===== config.mk =====
export PLATFORM = sky130hd
export DESIGN_NAME = sub_result_analyzer
export DESIGN_NICKNAME = d
export VERILOG_FILES = /design/src/rtl/sub_result_analyzer.sv
export SDC_FILE = /design/constraint.sdc
export NUM_CORES = 1
export LEC_CHECK = 0
export CELL_PAD_IN_SITES_DETAIL_PLACEMENT = 0
export CELL_PAD_IN_SITES_GLOBAL_PLACEMENT = 1
export CORE_AREA = 2 2 64 127
export CTS_CLUSTER_DIAMETER = 200
export DETAILED_ROUTE_END_ITERATION = 16
export DIE_AREA = 0 0 66 129
export HOLD_SLACK_MARGIN = 0.1
export PLACE_DENSITY = 0.79
export REMOVE_ABC_BUFFERS = 1
export SLEW_MARGIN = 15
export SYNTH_ARGS = -nofsm -noshare
export SYNTH_HDL_FRONTEND = slang
export SYNTH_SLANG_ARGS = --single-unit

===== constraint.sdc =====
create_clock -name clk -period 3.7 [get_ports clk]
set_input_delay 0.74 -clock clk [delete_from_list [all_inputs] [get_ports clk]]
set_output_delay 0.74 -clock clk [all_outputs]
set_load 0.01 [all_outputs]

===== src/rtl/sub_result_analyzer.sv =====
// Checker for a WIDTH-bit ripple subtractor (a + ~b + bin): samples operands and outputs,
// compares against a golden model, counts tests/mismatches and latches the first failing vector.
module sub_result_analyzer #(
    parameter int WIDTH     = 4,
    parameter int NUM_TESTS = 512,
    parameter int CNT_W     = 10
) (
    input  logic             clk,
    input  logic             rst,
    input  logic             start,
    input  logic             in_valid,
    input  logic [WIDTH-1:0] op_a,
    input  logic [WIDTH-1:0] op_b,
    input  logic             op_bin,
    input  logic [WIDTH-1:0] dut_result,
    input  logic             dut_cout,
    input  logic             dut_ovf,
    output logic             busy,
    output logic             done,
    output logic             pass,
    output logic [CNT_W-1:0] test_count,
    output logic [CNT_W-1:0] err_count,
    output logic             first_err_valid,
    output logic [WIDTH-1:0] first_err_a,
    output logic [WIDTH-1:0] first_err_b,
    output logic             first_err_bin
);
    // state  | meaning
    // IDLE   | waiting for start after reset
    // RUN    | capturing and comparing vectors
    // DONE   | NUM_TESTS compares finished, results held
    localparam logic [1:0] S_IDLE = 2'd0;
    localparam logic [1:0] S_RUN  = 2'd1;
    localparam logic [1:0] S_DONE = 2'd2;

    localparam logic [CNT_W-1:0] CNT_ALL  = CNT_W'(NUM_TESTS);
    localparam logic [CNT_W-1:0] CNT_LAST = CNT_W'(NUM_TESTS - 1);
    localparam logic [CNT_W-1:0] CNT_ONE  = CNT_W'(1);

    logic [1:0]       state_q, state_d;
    logic [CNT_W-1:0] acc_q, acc_d;
    logic [CNT_W-1:0] tc_q, tc_d;
    logic [CNT_W-1:0] ec_q, ec_d;
    logic             fev_q, fev_d;
    logic [WIDTH-1:0] fea_q, fea_d;
    logic [WIDTH-1:0] feb_q, feb_d;
    logic             febin_q, febin_d;

    logic             s1_valid_q, s1_valid_d;
    logic [WIDTH-1:0] s1_a_q, s1_a_d;
    logic [WIDTH-1:0] s1_b_q, s1_b_d;
    logic             s1_bin_q, s1_bin_d;
    logic [WIDTH-1:0] s1_res_q, s1_res_d;
    logic             s1_cout_q, s1_cout_d;
    logic             s1_ovf_q, s1_ovf_d;

    logic [WIDTH:0]   gold;
    logic [WIDTH-1:0] gold_low;
    logic             exp_ovf;
    logic             mismatch;
    logic             accept;
    logic             compare;

    // gold_low is the sum below the MSB; its top bit is the carry into the MSB.
    assign gold     = {1'b0, s1_a_q} + {1'b0, ~s1_b_q} + {{WIDTH{1'b0}}, s1_bin_q};
    assign gold_low = {1'b0, s1_a_q[WIDTH-2:0]} + {1'b0, ~s1_b_q[WIDTH-2:0]}
                    + {{(WIDTH-1){1'b0}}, s1_bin_q};
    assign exp_ovf  = gold_low[WIDTH-1] ^ gold[WIDTH];
    assign mismatch = (gold[WIDTH-1:0] != s1_res_q) || (gold[WIDTH] != s1_cout_q)
                   || (exp_ovf != s1_ovf_q);

    assign accept  = (state_q == S_RUN) && in_valid && (acc_q != CNT_ALL);
    assign compare = (state_q == S_RUN) && s1_valid_q;

    always_comb begin
        state_d    = state_q;
        acc_d      = acc_q;
        tc_d       = tc_q;
        ec_d       = ec_q;
        fev_d      = fev_q;
        fea_d      = fea_q;
        feb_d      = feb_q;
        febin_d    = febin_q;
        s1_valid_d = accept;
        s1_a_d     = accept ? op_a       : s1_a_q;
        s1_b_d     = accept ? op_b       : s1_b_q;
        s1_bin_d   = accept ? op_bin     : s1_bin_q;
        s1_res_d   = accept ? dut_result : s1_res_q;
        s1_cout_d  = accept ? dut_cout   : s1_cout_q;
        s1_ovf_d   = accept ? dut_ovf    : s1_ovf_q;
        case (state_q)
            S_RUN: begin
                if (accept) acc_d = acc_q + CNT_ONE;
                if (compare) begin
                    tc_d = tc_q + CNT_ONE;
                    if (mismatch) begin
                        if (ec_q != {CNT_W{1'b1}}) ec_d = ec_q + CNT_ONE;
                        if (!fev_q) begin
                            fev_d   = 1'b1;
                            fea_d   = s1_a_q;
                            feb_d   = s1_b_q;
                            febin_d = s1_bin_q;
                        end
                    end
                    if (tc_q == CNT_LAST) state_d = S_DONE;
                end
            end
            S_IDLE, S_DONE: begin
                if (start) begin
                    state_d = S_RUN;
                    acc_d   = '0;
                    tc_d    = '0;
                    ec_d    = '0;
                    fev_d   = 1'b0;
                    fea_d   = '0;
                    feb_d   = '0;
                    febin_d = 1'b0;
                end
            end
            default: state_d = S_IDLE;
        endcase
    end

    always_ff @(posedge clk) begin
        if (rst) begin
            state_q    <= S_IDLE;
            acc_q      <= '0;
            tc_q       <= '0;
            ec_q       <= '0;
            fev_q      <= 1'b0;
            fea_q      <= '0;
            feb_q      <= '0;
            febin_q    <= 1'b0;
            s1_valid_q <= 1'b0;
            s1_a_q     <= '0;
            s1_b_q     <= '0;
            s1_bin_q   <= 1'b0;
            s1_res_q   <= '0;
            s1_cout_q  <= 1'b0;
            s1_ovf_q   <= 1'b0;
        end else begin
            state_q    <= state_d;
            acc_q      <= acc_d;
            tc_q       <= tc_d;
            ec_q       <= ec_d;
            fev_q      <= fev_d;
            fea_q      <= fea_d;
            feb_q      <= feb_d;
            febin_q    <= febin_d;
            s1_valid_q <= s1_valid_d;
            s1_a_q     <= s1_a_d;
            s1_b_q     <= s1_b_d;
            s1_bin_q   <= s1_bin_d;
            s1_res_q   <= s1_res_d;
            s1_cout_q  <= s1_cout_d;
            s1_ovf_q   <= s1_ovf_d;
        end
    end

    assign busy            = (state_q == S_RUN);
    assign done            = (state_q == S_DONE);
    assign pass            = (state_q == S_DONE) && (ec_q == '0);
    assign test_count      = tc_q;
    assign err_count       = ec_q;
    assign first_err_valid = fev_q;
    assign first_err_a     = fea_q;
    assign first_err_b     = feb_q;
    assign first_err_bin   = febin_q;
endmodule


## Word-level counts from Yosys, hierarchy flattened

Index checks and enable logic that the tools add are counted.

| storage, ports and cells | value |
|---|---|
| output and inout port bits | 33 |
| register bits | 58 |
| word-level logic and storage cells | 86 |

| cells by class | value |
|---|---|
| add/sub/neg operators | 7 |
| bitwise gates (word level) | 3 |
| reduce and logical (&&, ||, !) cells | 16 |
| mux-type cells | 30 |
| equal/unequal tests | 15 |

Operators with widths:

| operator | count |
|---|---|
| $mux W10 | 6 |
| $pmux W10 S2 | 3 |
| $add A10 B1 Y10 const B | 3 |
| $mux W4 | 7 |
| $ne A10 B10 Y1 const B | 2 |
| $pmux W4 S2 | 2 |
| $eq A10 B9 Y1 const B | 1 |
| $logic_not A10 Y1 | 1 |
| $ne A2 B1 Y1 const B | 5 |
| $reduce_and A5 Y1 | 2 |
| $reduce_and A3 Y1 | 3 |
| $mux W1 | 6 |
| $mux W2 | 3 |
| $add A4 B4 Y5 | 1 |
| $add A5 B1 Y5 | 1 |
| $add A3 B3 Y4 | 1 |
| $add A4 B1 Y4 | 1 |
| $logic_and A1 B1 Y1 | 4 |
| $ne A2 B2 Y1 const B | 2 |
| $ne A4 B4 Y1 | 1 |
| $not A4 Y4 | 1 |
| $pmux W1 S2 | 2 |
| $pmux W2 S2 | 1 |
| $reduce_and A4 Y1 | 1 |
| other kinds (9) | 11 |

## Logic depth before layout (Yosys ltp)

| logic depth | value |
|---|---|
| depth in word-level cells | 9 |
| gate-level depth with buffers | 11 |
| gate-level depth less buffers | 10 |

## Worst setup path before layout

Ideal clock, no wire load.

| timing path | value |
|---|---|
| path type | reg-to-reg |
| from | register s1_a_q[0] |
| to | register ec_q[2], in the netlist err_count[2] |
| arrival time | 2.646 ns |
| required time | 3.594 ns |
| stages on the path, launching flop included | 10 |
| slack | 0.948 ns |
| buffers on the path | 0 |
| period minus slack after synthesis | 2.752 ns |
| path through | dfxtp_1 inv_1 fa_1 fa_1 xor2_1 xnor2_1 nor4_1 a21oi_1 a2111o_1 o311ai_0 |

| on the way | value |
|---|---|
| cells in the longest elaborated chain, start to end | 7 |

RTL lines:

| what | line | text |
|---|---|---|
| start, declared | 50 | `logic [WIDTH-1:0] s1_a_q, s1_a_d;` |
| start signal, assigned | 135 | `s1_a_q <= '0;` |
| start signal, assigned | 151 | `s1_a_q <= s1_a_d;` |
| $add A4 B4 Y5 or $add A3 B3 Y4 (tied branches) | 65, 66 |  |
| $add A5 B1 Y5 or $add A4 B1 Y4 (tied branches) | 65, 67 |  |
| $ne A4 B4 Y1 (tied with other cells) | 69 | `assign mismatch = (gold[WIDTH-1:0] != s1_res_q) \|\| (gold[WIDTH] != s1_cout_q)` |
| $logic_or A1 B1 Y1 or $ne A1 B1 Y1 (tied branches) | 69, 70 |  |
| $logic_or A1 B1 Y1 (*) | 70 | `\|\| (exp_ovf != s1_ovf_q);` |
| $ne A2 B1 Y1 (no source line) (*) | - |  |
| $reduce_and A5 Y1 (no source line) (*) | - |  |
| end signal, assigned | 129 | `ec_q <= '0;` |
| end signal, assigned | 145 | `ec_q <= ec_d;` |
| end, declared | 43 | `logic [CNT_W-1:0] ec_q, ec_d;` |

Every way passes the cells marked *; elsewhere a longest branch is shown, timed or not.
A chain may end at the register's enable or synchronous reset.

## Worst setup path after layout

| timing path | value |
|---|---|
| from | register s1_a_q[0] |
| to | register ec_q[8], in the netlist err_count[8] |

The elaborated chain is that of the path after synthesis.

==> results.json <==
{
  "outcome": "completed",
  "num_rows": 45,
  "synth_area_leader_cell": "dfxtp_1",
  "ctsHoldBuffers": 0,
  "endpoint_kind": "register",
  "wl_per_cell_um": 14.5,
  "seq_area_frac_synth": 0.413,
  "crit_path_start_kind": "register",
  "antenna_found_initial": 0,
  "yosysWarnings": 0,
  "grt_pass1_wl_um": 11800,
  "ys.flop_type": "dfxtp_1",
  "vias": 2604,
  "finalSetupViolCount": 0,
  "yosysUniqueCellTypes": 39,
  "p_comb_frac": 0.095,
  "path_common_cell": "fa_1",
  "rsz0062_at_grt": "false",
  "netlist_instances": 338,
  "layout_commonest_cell": "dfxtp_1",
  "drc": 0,
  "crit_fanout": 8,
  "min_period_ps": 3180,
  "syn_area_um2": 2810,
  "finalNetCount": 419,
  "grt_max_degree": 49,
  "dr.first_iter.drc_count": 125,
  "drt-total-wl_um": 7060,
  "hold_viol": 0,
  "worst-path-buf-inv": 1,
  "skew_ps": 3.53,
  "power.internal_uw": 1180,
  "final_cell_mix": "dfxtp_1 (58), clkdlybuf4s50_1 (51), nor2_1 (49)",
  "syn_to_final_growth_pct": 31.0,
  "fmax_mhz": 315,
  "synth_area_per_cell_um2": 8.33,
  "place_hpwl_um": 5160,
  "finalCritPeriodShare": 0.859,
  "cts.sinks": 58,
  "preCtsSetupSlack_ps": 528,
  "core_region_area_um2": 7540,
  "grt_pass1_vias": 2507,
  "htreeDepth": 3,
  "critical_path_class": "reg2reg",
  "port_buffers": 51,
  "p_sw_frac": 0.237,
  "die_area_um2": 8510,
  "p_sw_uw": 367,
  "drive_gt1_frac": 0.0558,
  "critPathArrivalTime_ps": 3390,
  "fp.dieH_um": 129,
  "cts_tree": "built",
  "power.leakage_uw": 0.00129,
  "drv_cap": 0,
  "gp_congestion": 0.778,
  "numCtsBuffers": 9,
  "power_frac_clock": 0.489,
  "rrSetupSlack_ps": 520,
  "clock_tree.root_cell": "clkbuf_16",
  "io_pins": 52,
  "worstPathRequired_ps": 3910,
  "synth_area_leaders": "dfxtp_1 (41%), nor2_1 (6.5%), a21oi_1 (5.3%)",
  "grt_usage": 0.183,
  "dr.pass1.iters": 4,
  "cp_slowest_cell": "nor4_1",
  "finalSetupTns_ps": 0,
  "finalMaxSlewViolations": 0,
  "antenna_cells": 0,
  "synth_seq_cells": 58,
  "crit_chain": "inv_1, fa_1, fa_1, xor2_1, xnor2_1, nor4_1, a21o_1, nand2_1, o311ai_0",
  "clk-insertion-delay-late_ps": 330,
  "layout_setup_ws_ps": 521,
  "power.density_nw_per_um2": 421,
  "synth_largest_type_area_fraction": 0.413,
  "hp-class": "reg2reg",
  "critPathMaxStageDelay_ps": 600,
  "synth-async-reset-ratio": 0,
  "initial_core_util": 0.373,
  "final_antenna_net_count": 0,
  "viasPerCell": 5.34,
  "cts_setup_buffers": 0,
  "overflow": 0,
  "ir_drop_mv": 0.296,
  "max_slew_margin": 0.526,
  "path_clk_slew_ps": 50,
  "whs_ps": 486,
  "tightest_slew_ps": 704,
  "die_w_um": 66,
  "critPathTopFamily": "adder cells",
  "seqPwrFrac": 0.416,
  "synth_edf_count": 0,
  "clock_path_buffers": 2,
  "ctsResizeCount": 0
}
## final timing paths
check | from | endpoint | cells past startpoint
worst max register to register | s1_a_q[0]$_SDFFE_PP0P_ | err_count[8]$_SDFFE_PP0P_ | 9
worst max-delay path | s1_a_q[0]$_SDFFE_PP0P_ | err_count[8]$_SDFFE_PP0P_ | 9
worst min register to register | first_err_bin$_SDFFE_PP0P_ | first_err_bin$_SDFFE_PP0P_ | 2
worst min-delay path | first_err_bin$_SDFFE_PP0P_ | first_err_bin$_SDFFE_PP0P_ | 2
## Yosys cell counts, types with 8 or more instances
cell,number
clkbuf_1,11
nor2_1,49
nand2_1,23
nand3_1,12
inv_1,18
a21oi_1,30
nand4_1,13
ha_1,8
dfxtp_1,58
o21ai_0,17
xor2_1,12
and3_1,9
mux2i_1,11
## final cells by class
cell class              count  area (um2)
clock buffers              13         260
fillers                   797        3860
well taps                  94         118
repair buffers             56         548
flip-flops and latches     58        1160
clock inverters             2        12.5
multi-input cells         247        1520
inverters                  18        67.6
## power by group through the flow
| stage | Combinational, uW | Clock [uW] | Sequential, uW |
|---|---|---|---|
| 2_1_floorplan | 82.6 | 0 | 659 |
| 3_3_place_gp | 147 | 0 | 657 |
| 3_5_place_dp | 149 | 0 | 657 |
| 4_1_cts | 150 | 771 | 644 |
| 5_1_grt | 165 | 801 | 645 |
| 6_report | 148 | 758 | 645 |
## worst register-to-register path, delay by kind of cell, from the launching register on
kind,cells,cell delay [ps]
AOI/OAI and AO/OA,2,680
xor gates and xnor gates,2,300
adders and majority gates,2,860
buffers and inverters,1,80
DFF,1,330
and+or+nand+nor,2,810
## sequential cells by signal, summed over array words and instances (netlist names)
signal           cells
acc_q               10
err_count           10
first_err_a          4
first_err_b          4
first_err_bin        1
first_err_valid      1
s1_a_q               4
s1_b_q               4
s1_bin_q             1
s1_cout_q            1
s1_ovf_q             1
s1_res_q             4
s1_valid_q           1
state_q              2
test_count          10
## through the flow
step,util,power [uW],std cells,area [um2]
floorplan,-,741,323,2750
global placement,0.452,804,473,3410
detailed placement,0.452,806,473,3410
CTS,0.489,1570,488,3690
global route,0.489,1610,488,3690
finish,0.489,1550,488,3690
## cell families after synthesis
kind of cell,synth area share
multiplexers,0.0391
AND/OR/NAND/NOR,0.240
flip-flops,0.413
buffers and inverters,0.0476
AO/OA/AOI/OAI,0.152
XOR/XNOR,0.0591
adder cells (fa/ha/maj),0.0498
## metal layers
layer / track usage / vias to the layer above / wire length, um
met5: 0 / - / 0
met1: 0.202 / 1236 / 2830
li1: - / 1293 / -
met2: 0.320 / 60 / 3780
met4: 0.112 / 0 / 213
met3: 0.0280 / 15 / 228
No activity file was read; power rests on OpenSTA's default activity.
